[config.mk]
export PLATFORM = sky130hd
export DESIGN_NAME = cntbank
export DESIGN_NICKNAME = d
export VERILOG_FILES = /design/src/rtl/cntbank_pkg.sv /design/src/rtl/cntbank_cntchan.sv /design/src/rtl/cntbank.sv
export SDC_FILE = /design/constraint.sdc
export NUM_CORES = 1
export LEC_CHECK = 0
export BUFFER_PORTS_ARGS = -buffer_cell sky130_fd_sc_hd__buf_2
export CORE_ASPECT_RATIO = 1.2
export CORE_MARGIN = 8
export CORE_UTILIZATION = 49
export DETAILED_ROUTE_END_ITERATION = 8
export HOLD_SLACK_MARGIN = 0.08
export PLACE_DENSITY = 0.76
export SETUP_SLACK_MARGIN = 0.4
export SLEW_MARGIN = 20
export SYNTH_ARGS = -nofsm -noshare
export SYNTH_HDL_FRONTEND = slang
export SYNTH_SLANG_ARGS = --single-unit
[constraint.sdc]
create_clock -name iClk -period 2.2 [get_ports iClk]
set_input_delay 0.22 -clock iClk [delete_from_list [all_inputs] [get_ports iClk]]
set_output_delay 0.22 -clock iClk [all_outputs]
set_load 0.02 [all_outputs]
[src/rtl/cntbank_pkg.sv]
// cntbank_pkg: shared types and helpers for the windowed counter bank.
// Build option: CNTBANK_SAT_EN selects saturating counters (default wraps).
package cntbank_pkg;

   // Count width shared with the Sobol RNG comparators feeding this block.
   localparam int unsigned SOBOLRNG_BITWIDTH = 8;
   localparam int unsigned DEF_BITWIDTH      = SOBOLRNG_BITWIDTH;

   typedef enum logic {
      IDLE = 1'b0,
      RUN  = 1'b1
   } state_e;

   // Window counter width: clog2 of the window length, never below one bit.
   function automatic int unsigned win_width(input int unsigned winlen);
      return (winlen <= 1) ? 1 : $clog2(winlen);
   endfunction

endpackage

[src/rtl/cntbank_cntchan.sv]
// cntchan: single-channel bitstream counter with clear and sticky overflow.
// Build option: CNTBANK_SAT_EN clamps at full scale; otherwise the count wraps.
module cntchan
   import cntbank_pkg::*;
#(
   parameter int unsigned BITWIDTH = DEF_BITWIDTH
) (
   input  logic                clk_i,
   input  logic                rst_i,
   input  logic                clr_i,
   input  logic                inc_i,
   output logic [BITWIDTH-1:0] cnt_o,
   output logic [BITWIDTH-1:0] upd_cnt_c,
   output logic                upd_ovf_c
);

   localparam logic [BITWIDTH-1:0] CNT_MAX = '1;

   logic [BITWIDTH-1:0] cnt_q, cnt_d;
   logic                ovf_q, ovf_d;

   // Post-increment value (before any clear), plus next state with clear applied.
   always_comb begin
      upd_cnt_c = cnt_q;
      upd_ovf_c = ovf_q;
      if (inc_i) begin
         if (cnt_q == CNT_MAX) begin
            upd_ovf_c = 1'b1;
`ifdef CNTBANK_SAT_EN
            upd_cnt_c = CNT_MAX;
`else
            upd_cnt_c = '0;
`endif
         end else begin
            upd_cnt_c = cnt_q + BITWIDTH'(1);
         end
      end
      cnt_d = clr_i ? '0   : upd_cnt_c;
      ovf_d = clr_i ? 1'b0 : upd_ovf_c;
   end

   // Count and sticky overflow registers.
   always_ff @(posedge clk_i or posedge rst_i) begin
      if (rst_i) begin
         cnt_q <= '0;
         ovf_q <= 1'b0;
      end else begin
         cnt_q <= cnt_d;
         ovf_q <= ovf_d;
      end
   end

   assign cnt_o = cnt_q;

endmodule

[src/rtl/cntbank.sv]
// cntbank: NUM_CH bitstream counters sampled over a WINLEN-cycle window,
// with latched results, overflow flags and a one-cycle valid pulse.
// Build option: CNTBANK_SAT_EN (saturating counters); default build wraps.
module cntbank
   import cntbank_pkg::*;
#(
   parameter int unsigned BITWIDTH = DEF_BITWIDTH,
   parameter int unsigned NUM_CH   = 4,
   parameter int unsigned WINLEN   = 256
) (
   input  logic                       iClk,
   input  logic                       iRst,
   input  logic                       iStart,
   input  logic [NUM_CH-1:0]          iEn,
   output logic                       oBusy,
   output logic [NUM_CH*BITWIDTH-1:0] oCnt,
   output logic [NUM_CH*BITWIDTH-1:0] oResult,
   output logic [NUM_CH-1:0]          oOvf,
   output logic                       oValid
);

   localparam int unsigned     WW    = win_width(WINLEN);
   localparam logic [WW-1:0]   WLAST = WW'(WINLEN - 1);

   state_e                     state_q, state_d;
   logic [WW-1:0]              wcnt_q, wcnt_d;
   logic [NUM_CH*BITWIDTH-1:0] res_q, res_d;
   logic [NUM_CH-1:0]          rovf_q, rovf_d;
   logic                       valid_q, valid_d;

   logic                       run_c, last_c, clr_c;
   logic [NUM_CH*BITWIDTH-1:0] upd_cnt_c;
   logic [NUM_CH-1:0]          upd_ovf_c;

   assign run_c  = (state_q == RUN);
   assign last_c = run_c && (wcnt_q == WLAST);
   // A new window starts from idle or directly out of the last window cycle.
   assign clr_c  = iStart && (!run_c || last_c);

   // Per-channel counters; increments only count while the window is open.
   for (genvar k = 0; k < NUM_CH; k++) begin : g_ch
      cntchan #(
         .BITWIDTH (BITWIDTH)
      ) u_chan (
         .clk_i     (iClk),
         .rst_i     (iRst),
         .clr_i     (clr_c),
         .inc_i     (run_c && iEn[k]),
         .cnt_o     (oCnt[k*BITWIDTH +: BITWIDTH]),
         .upd_cnt_c (upd_cnt_c[k*BITWIDTH +: BITWIDTH]),
         .upd_ovf_c (upd_ovf_c[k])
      );
   end

   // Next-state logic: window sequencing and result capture.
   always_comb begin
      state_d = state_q;
      wcnt_d  = wcnt_q;
      res_d   = res_q;
      rovf_d  = rovf_q;
      valid_d = 1'b0;
      case (state_q)
         IDLE: begin
            if (iStart) begin
               state_d = RUN;
               wcnt_d  = '0;
            end
         end
         RUN: begin
            wcnt_d = wcnt_q + WW'(1);
            if (last_c) begin
               res_d   = upd_cnt_c;
               rovf_d  = upd_ovf_c;
               valid_d = 1'b1;
               wcnt_d  = '0;
               if (!iStart) begin
                  state_d = IDLE;
               end
            end
         end
         default: state_d = IDLE;
      endcase
   end

   // State, window counter and result registers.
   always_ff @(posedge iClk or posedge iRst) begin
      if (iRst) begin
         state_q <= IDLE;
         wcnt_q  <= '0;
         res_q   <= '0;
         rovf_q  <= '0;
         valid_q <= 1'b0;
      end else begin
         state_q <= state_d;
         wcnt_q  <= wcnt_d;
         res_q   <= res_d;
         rovf_q  <= rovf_d;
         valid_q <= valid_d;
      end
   end

   assign oBusy   = run_c;
   assign oResult = res_q;
   assign oOvf    = rovf_q;
   assign oValid  = valid_q;

endmodule

### Word-level counts from Yosys, hierarchy flattened

Index checks and enable logic that the tools add are counted.

* bits in registers: 82
* output and inout port bits: 70
* input port bits: 7
* word-level logic and storage cells: 66

* bitwise logic cells: 1
* equal/unequal tests: 6
* add/sub/neg operators: 5
* reductions and logical operators: 9
* muxes and demuxes: 32

Operator list (count)
* 8-bit two-way mux: 14
* 8-bit by 1-bit adder with 8-bit output, second input constant: 5
* 8-bit == test, second input constant: 5
* 1-bit two-way mux: 16
* 8-bit case mux with 2 select lines: 1
* 1-bit logical AND: 6
* 2-bit != test, second input constant: 1
* 1-bit case mux with 2 select lines: 1
* 2-bit AND reduction: 1
* 1-bit zero test: 1
* 1-bit logical OR: 1
* 1-bit inverter: 1

### Depth between registers and ports, before layout

Gate-level depths: netlist (run 1).

* word-level depth: 5
* gate-level depth with buffers: 8
* mapped depth without buffers: 6

### Hierarchy

From an unflattened synthesis (run 1), not the netlist that was laid out.

* cell total of the unflattened synthesis: 338
* area total of the unflattened synthesis: 4025.1 um^2

Modules (own cells, without submodules)
* cntbank: area each 2043.2 um^2, cells each 134, seq. area each 1151.1 um^2, instances 1
* cntchan: area each 495.5 um^2, cells each 51, seq. area each 225.2 um^2, instances 4

### Least setup slack after synthesis (run 1)

No wires, ideal clock.

* kind: flip-flop to flip-flop
* start point: register state_q, in the netlist oBusy
* end point: register res_q[29], in the netlist oResult[29]
* stages on the path, launching flop included: 9
* library setup time: 0.139 ns
* path buffers: 4
* path slack: 0.615 ns
* clock period less this slack: 1.585 ns
* arrival time: 1.446 ns
* cells stage by stage: dfrtp_1 > buf_4 > nand4_1 > or2_1 > buf_2 > buf_6 > buf_6 > nand2_1 > o31ai_1

* word-level cells in the longest chain between the ends: 2
* elaborated cells between the ends (all ways): 4
* classes of those cells: 1 x mux; 3 x reduce/logical

Ends and longest elaborated chain
* start, declared: RTL line cntbank.sv:25 `state_e state_q, state_d;`
* start signal, assigned: RTL line cntbank.sv:94 `state_q <= state_d;`
* 1-bit logical AND (on tied branches): RTL line cntbank.sv:48, cntbank.sv:36
* 8-bit two-way mux / 2-bit AND reduction (equally long branches)
* end signal, assigned: RTL line cntbank.sv:96 `res_q <= res_d;`
* end, declared: RTL line cntbank.sv:27 `logic [NUM_CH*BITWIDTH-1:0] res_q, res_d;`

Parallel ways exist; a longest one is shown, timed or not.
A chain may end at the register's enable or synchronous reset.

### Worst setup path in the final report (run 1)

* start point: register wcnt_q[0]
* end point: register res_q[29], in the netlist oResult[29]

* word-level cells in the longest chain between the ends: 3

Ends and longest elaborated chain
* start, declared: RTL line cntbank.sv:26 `logic [WW-1:0] wcnt_q, wcnt_d;`
* start signal, assigned: RTL line cntbank.sv:95 `wcnt_q <= wcnt_d;`
* 8-bit == test: RTL line cntbank.sv:36 `assign last_c = run_c && (wcnt_q == WLAST);`
* 1-bit logical AND: RTL line cntbank.sv:36
* 2-bit AND reduction (no source line)

Every way passes these cells.

==> impl_metrics.csv, run 1 <==
group,metric,value,unit
yosys,netlist_area,0.00361,sq mm
timing,slew_headroom,56.8,%
power_and_ir_drop,p_leak,2.04,nW
yosys,synth_cell_type_count,35,
timing,hold_viol_final,0,
setup_path,path_class,"reg2reg",
clock_tree,cts-root-buf,"clkbuf_8",
timing,fin_skew,10.3,ps
routing,finalWirelength,8.47,mm
routing,drc_errors,0,
routing,drtAntennaViolNets,0,
die,die_area,0.0104,sq mm
routing,vias_per_cell,5.35,
clock_tree,clk_path_buf_depth,2,
finish,area_growth,21.4,%
yosys,syn_area_per_cell,10.2,sq um
timing,timing.hold.ws,120,ps
die,rows,34,
timing,rsz0062_at_grt,"true",
setup_path,cp_slowest_cell,"dfrtp_1",
finish,drive_gt1_share,25.7,%
global_routing,grt_pass1_vias,2912,
yosys,synth_top_area_share,56.8,%
routing,drt_first_pass_iters,4,
setup_path,crit_required,2440,ps
power_and_ir_drop,ir_worst_vdd,0.532,mV
setup_path,cp-start-kind,"flip-flop",
finish,fin_util,61.0,%
setup_path,path_buf_inv,1,
placement,dp_hpwl,6.10,mm
setup_path,endpoint_kind,"flip-flop",
timing,finalMaxSlewViolations,0,
setup_path,arrival,1950,ps
clock_tree,cts_sinks,82,
die,core,0.00719,sq mm
timing,layout_setup_ws,493,ps
clock_tree,htree_levels,3,
global_routing,grt_max_degree,35,
timing,tightest_slew,646,ps
timing,setup_tns,0,ps
flow_run,max_cap_viol_count,0,
yosys,synth_seq_cells,82,
finish,fin_nets,455,
timing,post-route-period-util,77.6,%
setup_path,path_cells,"ha_2 > nand4_1 > or2_4 > buf_12 > o31ai_1",
finish,diodes,0,
yosys,synthTopCellsByArea,"dfrtp_1, nand2_1, o21ai_0",
setup_path,critPathMaxStageDelay,420,ps
clock_tree,numCtsBuffers,9,
die,die_w,94.4,microns
worst_hold_path,min_path_type,"in2reg",
yosys,yosysWarnings,0,
placement,place_congestion,0.840,
routing,wl_per_cell,15.8,microns
power_and_ir_drop,power.density,1050,mW/mm^2
die,die_h,110,microns
yosys,postSynthCellCount,356,
timing,max_freq,586,MHz
clock_tree,cts_tree,"built",
global_routing,grt-ovfl-total,0,
setup_path,crit_fanout,34,
routing,num_vias,2871,
yosys,syn_nets,368,
placement,post-place-ws,269,ps
global_routing,grt_usage,16.8,%
clock_tree,path_clk_slew,80,ps
die,start_util,50.3,%
setup_path,crit_family,"simple AND/OR/NAND/NOR gates",
yosys,yosysTopAreaCell,"dfrtp_1",
timing,period_minus_slack,1710,ps
yosys,ys_seq_area_share,56.8,%
timing,setup_viol,0,
routing,first_iter_violations,133,
finish,nFillCells,603,
clock_tree,clk_latency,340,ps
placement,portBuffers,76,
status,status,"complete, no violations",
global_routing,grt_antenna_before_repair,0,
global_routing,grt_pass1_wl,13.9,mm
die,pin_count,77,
## stage by stage
step | instance area (sq um) | std cells | total power, mW
6_report | 4390 | 537 | 4.62
5_1_grt | 4390 | 537 | 4.92
4_1_cts | 4330 | 530 | 4.67
3_5_place_dp | 4080 | 514 | 3.49
3_3_place_gp | 4080 | 514 | 3.44
2_1_floorplan | 3620 | 356 | 2.99
## where the power goes
| group | total (mW) | switching, mW | internal, mW |
|---|---|---|---|
| Clock | 1.15 | 0.512 | 0.638 |
| Sequential | 2.09 | 0.330 | 1.76 |
| Combinational | 1.38 | 0.896 | 0.487 |
| Total | 4.62 | 1.74 | 2.88 |
## cells in the mapped netlist (all sizes together)
cell	number
nand2	52
nor4	8
ha	5
nor2b	1
clkbuf	2
o21ai	36
and4	5
nand4	11
inv	12
mux2i	5
or3	1
nor2	38
xor2	15
or2	1
nand3	11
a21boi	1
and3	2
a21oi	12
nor3	15
a211o	3
and2	1
nand4b	1
buf	13
xnor2	11
o31ai	5
nand2b	5
nor3b	1
dfrtp	82
a21o	1
## cell usage in the layout (no fill, tap or decap), types with 5 or more instances in the layout
| cell type | n |
|---|---|
| nand3_1 | 9 |
| nor2_1 | 38 |
| nand4_1 | 11 |
| mux2i_1 | 5 |
| and4_1 | 5 |
| nor3_1 | 15 |
| xor2_1 | 15 |
| nand2b_1 | 5 |
| xnor2_1 | 11 |
| buf_4 | 9 |
| a21oi_1 | 12 |
| clkbuf_8 | 9 |
| inv_1 | 10 |
| o31ai_1 | 5 |
| buf_2 | 76 |
| dfrtp_1 | 81 |
| o21ai_1 | 5 |
| o21ai_0 | 30 |
| nand2_1 | 52 |
## final cells by class
| cell class | count | area (sq um) | share of cell area [%] |
|---|---|---|---|
| flip-flops and latches | 82 | 2050 | 46.8 |
| multi-input cells | 248 | 1440 | 32.9 |
| repair buffers | 90 | 520 | 11.9 |
| clock buffers | 11 | 131 | 2.99 |
| well taps | 90 | 113 | 2.57 |
| clock inverters | 4 | 76.3 | 1.74 |
| inverters | 12 | 51.3 | 1.17 |
## kinds of logic (layout without fill, tap and decap cells)
logic type | count (synthesis) | count (layout) | synth area share [%]
multiplexers | 5 | 5 | 1.39
XOR/XNOR | 26 | 26 | 6.30
buffers and inverters | 27 | 117 | 4.19
AO/OA/AOI/OAI | 58 | 58 | 8.83
adder cells (fa/ha/maj) | 5 | 5 | 1.73
AND/OR/NAND/NOR | 153 | 154 | 20.8
flip-flops | 82 | 82 | 56.8
## flip-flops by register name (all words and copies together), names as in the netlist
| register | flops |
|---|---|
| g_ch.u_chan.ovf_q | 4 |
| oValid | 1 |
| wcnt_q | 8 |
| oOvf | 4 |
| oBusy | 1 |
| oResult | 32 |
| g_ch.u_chan.cnt_o | 32 |
## timing repair
| item | 4_1_cts | 5_1_grt |
|---|---|---|
| pin swaps | 0 | 4 |
| hold buffers | 1 | 0 |
| setup buffers | 0 | 6 |
| endpoints found under the hold margin | 26 | 0 |
| cloned | 0 | 1 |
| gates resized for setup | 6 | 3 |
| setup endpoints to repair | 30 | 46 |
## path summary, 6_finish.rpt
check                             from           to  slack (ps)  cells past startpoint
max                          wcnt_q[0]  oResult[29]         490                      5
min                             iStart        oBusy         120                      2
max reg2reg                  wcnt_q[0]  oResult[29]         490                      5
min reg2reg                oResult[27]  oResult[27]         480                      2
max in group asynchronous         iRst        oBusy         910                      4
min in group asynchronous         iRst      oOvf[3]         520                      3
## per-layer routing
layer / wire length [microns] / GRT usage [%] / part of all wire, %
met1: 3560 / 19.6 / 42
met2: 4350 / 28.5 / 51
met3: 462 / 4.81 / 5.5
met4: 103 / 6.81 / 1.2
met5: 0 / 0 / 0
(Power assumes the default switching activity.)
==> run 2: changes to the inputs <==
Settings changed: CORE_UTILIZATION 49 to 54, PLACE_DENSITY 0.76 to 0.79.
Clock period 2.2 ns to 1.8 ns, I/O delays scaled along.
==> run 2 against run 1 <==
Final area up 9.6%. Die area is 7.8% lower. Core utilization is 14 points higher. Non-clock buffer count increased by 18. Setup slack lost 280 ps. First-iteration DRC count grew 4.5%. Clock skew decreased by 1.5 ps. Critical path depth increased by 2. Clock power is 17% higher. Global-route usage is 1.3 points higher. Critical endpoint is now g_ch[0].u_chan.cnt_o[1]. Largest cell class unchanged. Highest routed layer unchanged.
==> impl_metrics.csv, run 2 (synthesized netlist as in run 1, its figures left out) <==
group,metric,value,unit
setup_path,worst-r2r-setup-slack,210,ps
timing,hold_viol_final,0,
timing,fin_skew,8.83,ps
power_and_ir_drop,internal_power,3.56,mW
placement,dp_hpwl,6.02,mm
routing,drc_errors,0,
routing,num_vias,3074,
finish,design_area,0.00481,sq mm
die,start_util,56.1,%
setup_path,cp-start-kind,"flip-flop",
status,status,"complete, no violations",
clock_tree,clk_latency,360,ps
routing,first_iter_violations,139,
clock_tree,htree_levels,3,
placement,dp_cells,511,
global_routing,grt_pass1_vias,2964,
die,pin_count,77,
clock_tree,clk_path_buf_depth,2,
power_and_ir_drop,clkPwrFrac,22.9,%
timing,setup_tns,0,ps
clock_tree,cts_tree,"built",
placement,portBuffers,76,
timing,post-route-period-util,88.1,%
worst_hold_path,min_from,"iStart",
timing,max_freq,630,MHz
setup_path,crit_fanout,10,
power_and_ir_drop,switching_share,39.4,%
timing,slew_headroom,70.9,%
placement,post-place-ws,20.0,ps
routing,wl_per_cell,17.2,microns
finish,drive_gt1_share,38.5,%
global_routing,grt_antenna_before_repair,0,
die,die_h,106,microns
timing,finalMaxSlewViolations,0,
setup_path,arrival,1820,ps
timing,period_minus_slack,1590,ps
setup_path,ff2ff_path_depth,7,
finish,nFillCells,442,
timing,setup_viol,0,
global_routing,grt_usage,18.2,%
setup_path,crit_path_start,"wcnt_q[1]",
worst_hold_path,min_path_type,"in2reg",
routing,vias_per_cell,5.59,
timing,timing.hold.ws,109,ps
clock_tree,cts-root-buf,"clkbuf_8",
setup_path,crit_required,2030,ps
timing,layout_setup_ws,214,ps
clock_tree,numCtsBuffers,9,
setup_path,r2r-start,"wcnt_q[1]",
timing,rsz0062_at_grt,"true",
finish,layout_common_cells,"buf_2, dfrtp_1, nand2_1",
power_and_ir_drop,combPwrFrac,33.0,%
global_routing,grt_max_degree,83,
finish,instances_no_fill,550,
global_routing,grt-ovfl-total,0,
power_and_ir_drop,p_leak,2.20,nW
die,die_area,0.00958,sq mm
power_and_ir_drop,ir_worst_vdd,0.939,mV
setup_path,r2r-end,"g_ch[0].u_chan.cnt_o[1]",
finish,area_growth,33.1,%
die,rows,32,
routing,drtAntennaViolNets,0,
setup_path,endpoint_kind,"flip-flop",
flow_run,max_cap_viol_count,0,
setup_path,path_class,"reg2reg",
finish,fin_util,74.6,%
finish,final_common_cell,"buf_2",
power_and_ir_drop,power_frac_seq,44.0,%
finish,fin_nets,472,
timing,tightest_slew,437,ps
global_routing,grt_pass1_wl,14.0,mm
die,die_w,90.7,microns
power_and_ir_drop,p_sw,2.31,mW
routing,finalWirelength,9.45,mm
routing,drt_first_pass_iters,4,
finish,diodes,0,
clock_tree,path_clk_slew,80,ps
power_and_ir_drop,totalPowerFinal,5.86,mW
die,core,0.00645,sq mm
placement,place_area,0.00417,sq mm
placement,place_congestion,0.824,
power_and_ir_drop,power.density,1220,mW/mm^2
clock_tree,cts_sinks,82,
setup_path,worstSetupEndpoint,"g_ch[0].u_chan.cnt_o[1]",
## run 2: cell count changes in the layout (fill, tap and decap cells not counted), moves of 11 or more
| cell | before | now |
|---|---|---|
| buf_4 | 9 | 20 |
| o21ai_1 | 5 | 18 |
| dfrtp_1 | 81 | 66 |
| o21ai_0 | 30 | 17 |
| dfrtp_2 | 1 | 16 |
## run 2: worst min path at each step
| stage | endpoint | slack [ps] | depth (start not counted) |
|---|---|---|---|
| finish | oBusy | 110 | 2 |
| global route | oBusy | 120 | 2 |
| CTS | oBusy | 80 | 2 |
| detailed placement | g_ch[3].u_chan.cnt_o[4] | 330 | 3 |
| global placement | oResult[30] | 330 | 3 |
| floorplan | oBusy | 290 | 1 |
## run 2: worst max-delay path: stages, from the launching register on
cell	delay, ps
dfrtp_1	400
ha_4	170
buf_4	120
nand3_4	80
o21ai_4	170
and2_4	270
clkbuf_16	190
nor2_1	60
## run 2: timing repair
action	4_1_cts	5_1_grt
setup buffers	7	12
cloned	0	3
hold endpoints to repair	82	0
resized for setup	26	29
pin swaps	11	12
endpoints found under the setup margin	79	74
hold buffers	1	0
## run 2: power by group through the flow
stage | clock network [mW] | logic (mW) | registers, mW
global placement | 0 | 1.68 | 2.58
global route | 1.45 | 2.12 | 2.62
floorplan | 0 | 0.809 | 2.91
detailed placement | 0 | 1.73 | 2.59
finish | 1.35 | 1.94 | 2.58
CTS | 1.35 | 1.76 | 2.56
## run 2: layout make-up
cell class	count	area [sq um]	share of cell area, %
Timing Repair Buffer	108	754	15.7
Clock buffer	11	141	2.94
Clock inverter	5	53.8	1.12
Tap cell	85	106	2.21
Inverter	12	53.8	1.12
Multi-Input combinational cell	247	1630	33.9
Sequential cell	82	2070	43.1
## run 2: per-layer routing
layer	global-route usage, %	vias up	routed length [microns]
met5	0	-	0
met4	9.89	0	243
met3	3.69	21	493
met2	30.4	104	4870
met1	21.5	1522	3840
li1	-	1427	-
==> run 3: changes to the inputs <==
Settings changed: CORE_ASPECT_RATIO 1.2 to 0.5.
==> run 3 against run 2 <==
Combinational power grew 7%. Critical path depth fell by 2. Sequential cell count unchanged. Hold slack gained 17 ps. Via count grew 4.5%. Register-to-register slack got worse by 60 ps. Maximum frequency is 3.4% lower. First-iteration DRC count rose by 78%. Clock-buffer cell count rose by 3. Largest cell class unchanged.
==> impl_metrics.csv, run 3 (synthesized netlist as in run 1, its figures left out) <==
group,metric,value,unit
status,status,"complete, no violations",
routing,first_iter_violations,247,
setup_path,crit_fanout,25,
die,die_area,0.00972,sq mm
routing,drtAntennaViolNets,0,
timing,fin_skew,6.03,ps
routing,num_vias,3212,
clock_tree,cts-root-buf,"clkbuf_16",
setup_path,path_buf_inv,1,
timing,setup_tns,0,ps
setup_path,critPathMaxStageDelay,400,ps
placement,place_area,0.00419,sq mm
die,core,0.00657,sq mm
power_and_ir_drop,combPwrFrac,32.8,%
finish,fin_util,80.2,%
power_and_ir_drop,internal_power,3.91,mW
flow_run,max_cap_viol_count,0,
global_routing,grt_max_degree,83,
global_routing,grt_usage,19.6,%
finish,fin_nets,487,
power_and_ir_drop,power.density,1210,mW/mm^2
timing,finalMaxSlewViolations,0,
placement,dp_cells,516,
timing,hold_viol_final,0,
die,die_w,132,microns
power_and_ir_drop,ir_worst_vdd,0.924,mV
routing,drc_errors,0,
placement,place_congestion,0.834,
power_and_ir_drop,p_sw,2.45,mW
global_routing,grt_pass1_vias,3070,
timing,post-route-period-util,91.2,%
finish,nFillCells,365,
timing,period_minus_slack,1640,ps
finish,final_common_cell,"buf_2",
finish,multi_input_area,0.00180,sq mm
power_and_ir_drop,switching_share,38.6,%
setup_path,path_cells,"ha_4 > nand4_1 > or2_4 > buf_16 > o21ai_0",
power_and_ir_drop,p_leak,2.37,nW
timing,setup_viol,0,
die,pin_count,77,
routing,drt_first_pass_iters,5,
timing,max_freq,609,MHz
worst_hold_path,min_path_type,"in2reg",
finish,diodes,0,
finish,final-seq-area,0.00207,sq mm
setup_path,crit_path_start,"wcnt_q[0]",
clock_tree,htree_levels,3,
routing,vias_per_cell,5.62,
power_and_ir_drop,clkPwrFrac,26.3,%
setup_path,path_class,"reg2reg",
setup_path,crit_required,2020,ps
die,die_h,73.8,microns
setup_path,cp_slowest_cell,"dfrtp_1",
finish,instances_no_fill,572,
routing,wl_per_cell,18.9,microns
setup_path,cp-start-kind,"flip-flop",
finish,drive_gt1_share,44.0,%
global_routing,grt_pass1_wl,15.1,mm
setup_path,arrival,1870,ps
power_and_ir_drop,power_frac_seq,40.9,%
clock_tree,numCtsBuffers,9,
clock_tree,path_clk_slew,60,ps
clock_tree,clk_path_buf_depth,2,
global_routing,grt_antenna_before_repair,0,
setup_path,crit_family,"simple AND/OR/NAND/NOR gates",
placement,portBuffers,76,
global_routing,grt-ovfl-total,0,
timing,timing.hold.ws,127,ps
finish,design_area,0.00527,sq mm
setup_path,endpoint_kind,"flip-flop",
timing,tightest_slew,432,ps
clock_tree,cts_tree,"built",
routing,finalWirelength,10.8,mm
finish,area_growth,45.8,%
die,start_util,55.0,%
finish,layout_common_cells,"buf_2, dfrtp_1, nand2_1",
clock_tree,clk_latency,340,ps
setup_path,r2r-start,"wcnt_q[0]",
timing,rsz0062_at_grt,"true",
die,rows,21,
clock_tree,cts_sinks,82,
placement,dp_hpwl,5.51,mm
timing,slew_headroom,71.2,%
worst_hold_path,min_from,"iStart",
[run 3: changes by cell type in the layout (fill, tap and decap cells not counted), sizes merged]
| cell | before | now |
|---|---|---|
| clkbuf | 14 | 18 |
| clkinvlp | 1 | 2 |
| bufinv | 1 | 0 |
| clkinv | 4 | 2 |
| inv | 11 | 10 |
| buf | 104 | 117 |
| bufbuf | 0 | 1 |
[run 3: stage by stage]
| stage | power [mW] | worst slack (ps) |
|---|---|---|
| after global placement | 4.27 | 250 |
| after global routing | 6.68 | 136 |
| after CTS | 6.13 | 313 |
| after detailed placement | 4.32 | 189 |
| after floorplan | 3.72 | 302 |
| final | 6.36 | 158 |
[run 3: final cells by class]
type                       instances  share of cell area [%]
timing repair buffer             123                    18.2
inverter                          12                    1.16
tap                               92                    2.18
multi-input combinational        247                    34.1
clock buffer                      14                    4.82
sequential                        82                    39.3
clock inverter                     2                   0.237
[run 3: path summary, 6_finish.rpt]
| check | end | slack, ps | cells after the start |
|---|---|---|---|
| setup / recovery | oResult[12] | 160 | 5 |
| max in group asynchronous | wcnt_q[4] | 930 | 4 |
| hold reg to reg | oResult[22] | 470 | 2 |
| setup reg to reg | oResult[12] | 160 | 5 |
| min in group asynchronous | g_ch[3].u_chan.cnt_o[4] | 500 | 4 |
| hold / removal | oBusy | 130 | 2 |
[run 3: what timing repair did]
item,in CTS,in global routing
endpoints found under the setup margin,73,76
gates resized for setup,24,71
cloned,3,5
hold buffers,1,0
pin swaps,10,22
buffers inserted,20,11
hold endpoints to repair,82,0
[run 3: power by group through the flow]
| stage | clock network [mW] | logic (mW) | registers [mW] |
|---|---|---|---|
| 5_1_grt | 1.76 | 2.28 | 2.64 |
| 6_report | 1.67 | 2.08 | 2.60 |
| 4_1_cts | 1.69 | 1.87 | 2.56 |
| 2_1_floorplan | 0 | 0.809 | 2.91 |
| 3_5_place_dp | 0 | 1.72 | 2.60 |
| 3_3_place_gp | 0 | 1.68 | 2.59 |
[run 3: worst reg2reg max path, stage by stage, from the launching register on]
cell and delay [ps]:
dfrtp_1 400, ha_4 170, nand4_1 120, or2_4 380, buf_16 210, o21ai_0 260
[run 3: metal layers]
layer	up-vias	global-route usage (%)	routed length, microns
li1	1469	-	-
met1	1612	23.2	4470
met2	113	33.5	5490
met3	18	5.93	665
met4	0	7.82	203
met5	-	0	0
